## config.mk

```make
export PLATFORM = sky130hd
export DESIGN_NAME = id_ex_pipe
export DESIGN_NICKNAME = d
export VERILOG_FILES = /design/src/rtl/id_ex_pipe.sv
export SDC_FILE = /design/constraint.sdc
export NUM_CORES = 1
export LEC_CHECK = 0
export CORE_AREA = 2 2 135 137
export DETAILED_ROUTE_END_ITERATION = 6
export DIE_AREA = 0 0 137 139
export HOLD_SLACK_MARGIN = 0.15
export PLACE_DENSITY = 0.72
export REMOVE_ABC_BUFFERS = 1
export SETUP_SLACK_MARGIN = 0.5
export SLEW_MARGIN = 40
export SYNTH_ARGS = -nofsm -noshare
export SYNTH_HDL_FRONTEND = slang
export SYNTH_SLANG_ARGS = --single-unit
```

## constraint.sdc

```tcl
create_clock -name clk -period 4.84 [get_ports clk]
set_clock_uncertainty 0.2 [all_clocks]
set_input_delay 0.484 -clock clk [delete_from_list [all_inputs] [get_ports clk]]
set_output_delay 0.484 -clock clk [all_outputs]
set_load 0.02 [all_outputs]
```

## src/rtl/id_ex_pipe.sv

```systemverilog
// rtl/id_ex_pipe.sv - ID/EX pipeline register with load-use stall detection and stall counter
module id_ex_pipe #(
    parameter int DATA_W = 32,
    parameter int REG_W  = 5,
    parameter int CNT_W  = 16
) (
    input  logic              clk,
    input  logic              rst,
    input  logic              id_valid,
    input  logic [5:0]        id_opcode,
    input  logic [5:0]        id_funct,
    input  logic              id_reg_write,
    input  logic              id_mem_to_reg,
    input  logic              id_mem_write,
    input  logic              id_alu_src,
    input  logic              id_branch,
    input  logic              id_jump,
    input  logic [2:0]        id_alu_op,
    input  logic [DATA_W-1:0] id_pc4,
    input  logic [DATA_W-1:0] id_rd1,
    input  logic [DATA_W-1:0] id_rd2,
    input  logic [DATA_W-1:0] id_imm,
    input  logic [REG_W-1:0]  id_rs,
    input  logic [REG_W-1:0]  id_rt,
    input  logic [REG_W-1:0]  id_rd,
    input  logic              flush,
    input  logic              hold,
    output logic              stall,
    output logic              ex_valid,
    output logic              ex_reg_write,
    output logic              ex_mem_to_reg,
    output logic              ex_mem_write,
    output logic              ex_alu_src,
    output logic              ex_branch,
    output logic              ex_jump,
    output logic [2:0]        ex_alu_op,
    output logic [5:0]        ex_funct,
    output logic [DATA_W-1:0] ex_pc4,
    output logic [DATA_W-1:0] ex_rd1,
    output logic [DATA_W-1:0] ex_rd2,
    output logic [DATA_W-1:0] ex_imm,
    output logic [REG_W-1:0]  ex_rs,
    output logic [REG_W-1:0]  ex_rt,
    output logic [REG_W-1:0]  ex_dest,
    output logic [CNT_W-1:0]  stall_cnt
);

    localparam logic [CNT_W-1:0] CNT_MAX = '1;

    logic [REG_W-1:0] dest_next;
    logic             bubble;

    assign dest_next = (id_opcode == 6'b000000) ? id_rd : id_rt;

    // A load in EX whose destination is read by the ID instruction must wait one cycle.
    assign stall = ex_valid & ex_mem_to_reg & (ex_dest != '0) & id_valid &
                   ((ex_dest == id_rs) | (ex_dest == id_rt));

    assign bubble = rst | flush | (!hold & stall);

    always_ff @(posedge clk) begin
        if (bubble) begin
            ex_valid      <= 1'b0;
            ex_reg_write  <= 1'b0;
            ex_mem_to_reg <= 1'b0;
            ex_mem_write  <= 1'b0;
            ex_alu_src    <= 1'b0;
            ex_branch     <= 1'b0;
            ex_jump       <= 1'b0;
            ex_alu_op     <= '0;
            ex_funct      <= '0;
            ex_pc4        <= '0;
            ex_rd1        <= '0;
            ex_rd2        <= '0;
            ex_imm        <= '0;
            ex_rs         <= '0;
            ex_rt         <= '0;
            ex_dest       <= '0;
        end else if (!hold) begin
            ex_valid      <= id_valid;
            ex_reg_write  <= id_valid & id_reg_write;
            ex_mem_to_reg <= id_valid & id_mem_to_reg;
            ex_mem_write  <= id_valid & id_mem_write;
            ex_alu_src    <= id_valid & id_alu_src;
            ex_branch     <= id_valid & id_branch;
            ex_jump       <= id_valid & id_jump;
            ex_alu_op     <= id_valid ? id_alu_op : 3'b000;
            ex_funct      <= id_funct;
            ex_pc4        <= id_pc4;
            ex_rd1        <= id_rd1;
            ex_rd2        <= id_rd2;
            ex_imm        <= id_imm;
            ex_rs         <= id_rs;
            ex_rt         <= id_rt;
            ex_dest       <= dest_next;
        end
    end

    // Only stall bubbles are counted; flush and hold take precedence over a stall.
    always_ff @(posedge clk) begin
        if (rst) begin
            stall_cnt <= '0;
        end else if (!flush && !hold && stall && stall_cnt != CNT_MAX) begin
            stall_cnt <= stall_cnt + 1'b1;
        end
    end

endmodule

```

==> flow_metrics.env <==
export IMPL_drv_slew=0
export IMPL_avgSynthCellArea_sq_um=12.1
export IMPL_grt_pass1_vias=5026
export IMPL_cts_path_max_buffers=2
export IMPL_initial_core_util_pct=32.9
export IMPL_synthesis_area_sq_um=5810
export IMPL_numPortBuffers=344
export IMPL_synth_cells=479
export IMPL_path_depth=7
export IMPL_hold_buffers=0
export IMPL_postRouteAntennaNets=0
export IMPL_pin_count=345
export IMPL_postCtsSetupBuffers=0
export IMPL_cts_buffers=17
export IMPL_power_density_nw_per_um2=322
export IMPL_clock_sinks=175
export IMPL_gp_congestion=0.787
export IMPL_drv_cap=0
export IMPL_placed_area_sq_um=9390
export IMPL_drive_gt1_share_pct=5.61
export IMPL_path_common_cell="clkdlybuf4s50_1"
export IMPL_insertion_delay_ns=0.42
export IMPL_peakVddDrop_v=0.000231
export IMPL_cts_tree="built"
export IMPL_timing_hold_ws_ns=0.270
export IMPL_yosysWarnings=0
export IMPL_stdcell_area_sq_um=9960
export IMPL_p_total_mw=3.21
export IMPL_cp_slowest_stage_delay_ns=0.69
export IMPL_place_ws_ns=1.40
export IMPL_dieHeight_microns=139
export IMPL_cp_slowest_cell="clkdlybuf4s50_1"
export IMPL_drt_total_wl_microns=18400
export IMPL_num_vias=5140
export IMPL_syn_to_final_growth_pct=71.6
export IMPL_grt_pass1_wl_microns=27900
export IMPL_antenna_found_initial=1
export IMPL_grt_usage_pct=18.6
export IMPL_tns_ns=0
export IMPL_die_area_sq_um=19000
export IMPL_cts_max_level=4
export IMPL_drt_first_pass_iters=4
export IMPL_worstRegToRegCells=6
export IMPL_core_area_sq_um=17700
export IMPL_cts_root_buf="clkbuf_16"
export IMPL_cp_data_arrival_time_ns=2.74
export IMPL_grt_max_degree=160
export IMPL_drc=0
export IMPL_tightest_slew_ns=0.853
export IMPL_clk_pin_slew_ns=0.07
export IMPL_wire_per_inst_microns=17.5
export IMPL_hold_class="register to register"
export IMPL_critPathBufInv=3
export IMPL_globalRoute_totalOverflow=0
export IMPL_fin_crit_sh_pct=70.7
export IMPL_outcome="completed"
export IMPL_nets=978
export IMPL_fin_crit_ns=3.42
export IMPL_relSlewSlack_pct=43.2
export IMPL_hpwl_microns=12700
export IMPL_drt_iter0_drc=321
export IMPL_worstPathCellList="clkdlybuf4s50_1 -> xnor2_1 -> nand3_1 -> o22ai_1 -> buf_4 -> nor2b_1 -> clkdlybuf4s50_1"
export IMPL_crit_path_end_kind="primary output"
export IMPL_crit_required_ns=4.16
export IMPL_placedCellCount=1018
export IMPL_synth_seq_cells=175
export IMPL_viasPerCell=4.90
export IMPL_synth_yosys_seq_area_share_pct=60.3
export IMPL_leakagePower_nw=3.69
export IMPL_timing_fmax_mhz=292
export IMPL_rows=49
export IMPL_finalHoldViolCount=0
export IMPL_fin_util_pct=56.4
export IMPL_hold_depth=1
export IMPL_path_max_fanout=13
export IMPL_netlist_cell_type_count=33
export IMPL_die_w_microns=137
export IMPL_cpLargestDelayFamily="buffers and inverters"
export IMPL_finalWorstSetupSlack_ns=1.42
export IMPL_setup_viol=0
export IMPL_path_class="input pin to primary output"
export IMPL_stdcell_count=1050
export IMPL_cp_start_kind="input pin"
export IMPL_cts_resized=0
export IMPL_rsz0062_at_grt="false"
layer usage:
| metal | part of all wire, % | vias to the layer above | track usage, % |
|---|---|---|---|
| li1 | - | 2482 | - |
| met1 | 43 | 2430 | 23.6 |
| met2 | 48 | 208 | 29.5 |
| met3 | 8.2 | 20 | 6.83 |
| met4 | 1.4 | 0 | 5.37 |
| met5 | 0 | - | 0 |
worst reg2reg max path: stages, from the launching register on:
cell,delay (ns)
dfxtp_1,0.38
or4_1,0.59
o2111ai_2,0.27
nor2b_1,0.17
nor3_4,0.22
buf_6,0.49
a22o_1,0.36
Yosys cell counts:
cell / instances / share of area (%)
buf_2: 4 / 0.34
nor4_1: 3 / 0.32
or2_2: 2 / 0.22
nand4b_1: 1 / 0.15
buf_4: 12 / 1.6
a211o_1: 1 / 0.15
nand3_1: 10 / 0.86
nor2b_1: 2 / 0.22
nor3b_1: 1 / 0.13
nor4bb_1: 1 / 0.17
and3_1: 3 / 0.32
xnor2_1: 12 / 1.8
nand2_1: 8 / 0.52
mux2_2: 6 / 1.2
nand4_1: 10 / 1.1
ha_1: 1 / 0.22
or4_1: 2 / 0.26
dfxtp_1: 175 / 60
a32o_1: 9 / 1.6
clkbuf_1: 21 / 1.4
mux2i_1: 1 / 0.17
a21oi_1: 1 / 0.086
nand3b_1: 1 / 0.13
nor2_1: 22 / 1.4
inv_1: 2 / 0.13
nor3_1: 3 / 0.26
nor3_4: 1 / 0.28
xor2_1: 10 / 1.5
buf_6: 1 / 0.19
o2111ai_2: 1 / 0.26
a22o_1: 150 / 23
o22ai_1: 1 / 0.11
o31ai_1: 1 / 0.13
logic make-up after synthesis:
group | Yosys count | synth area share, %
adders and majority gates | 1 | 0.215
muxes | 7 | 1.34
xor gates and xnor gates | 22 | 3.32
and+or+nand+nor | 70 | 6.33
buffers and inverters | 40 | 3.58
DFF | 175 | 60.3
AOI/OAI and AO/OA | 164 | 24.9
cells in the final DEF (no fill, tap or decap), types with 9 or more instances in the layout:
master / n
clkdlybuf4s50_1: 344
dfxtp_1: 175
a22o_1: 150
nor2_1: 22
clkbuf_16: 17
xnor2_1: 12
nand3_1: 10
nand4_1: 10
xor2_1: 10
a32o_1: 9
cell type report:
type / instances / area (sq um)
diodes: 1 / 2.50
multi-input cells: 264 / 2100
clock inverters: 13 / 130
well taps: 229 / 287
inverters: 2 / 7.51
repair buffers: 348 / 3490
flip-flops and latches: 175 / 3500
fillers: 1499 / 7690
clock buffers: 18 / 439
report_power, final:
group	switching, mW	total, mW	internal [mW]
clock	0.592	1.32	0.732
sequential	0.0253	1.51	1.48
combinational	0.148	0.379	0.231
path summary, 6_finish.rpt:
check / end / startpoint / slack [ns]
worst max-delay path: stall / id_rt[0] / 1.42
worst min-delay path: ex_alu_op[2] / ex_alu_op[2] / 0.27
worst max register to register: ex_imm[14] / ex_dest[0] / 2.09
worst min register to register: ex_alu_op[2] / ex_alu_op[2] / 0.27
No activity file was read; power rests on OpenSTA's default activity.
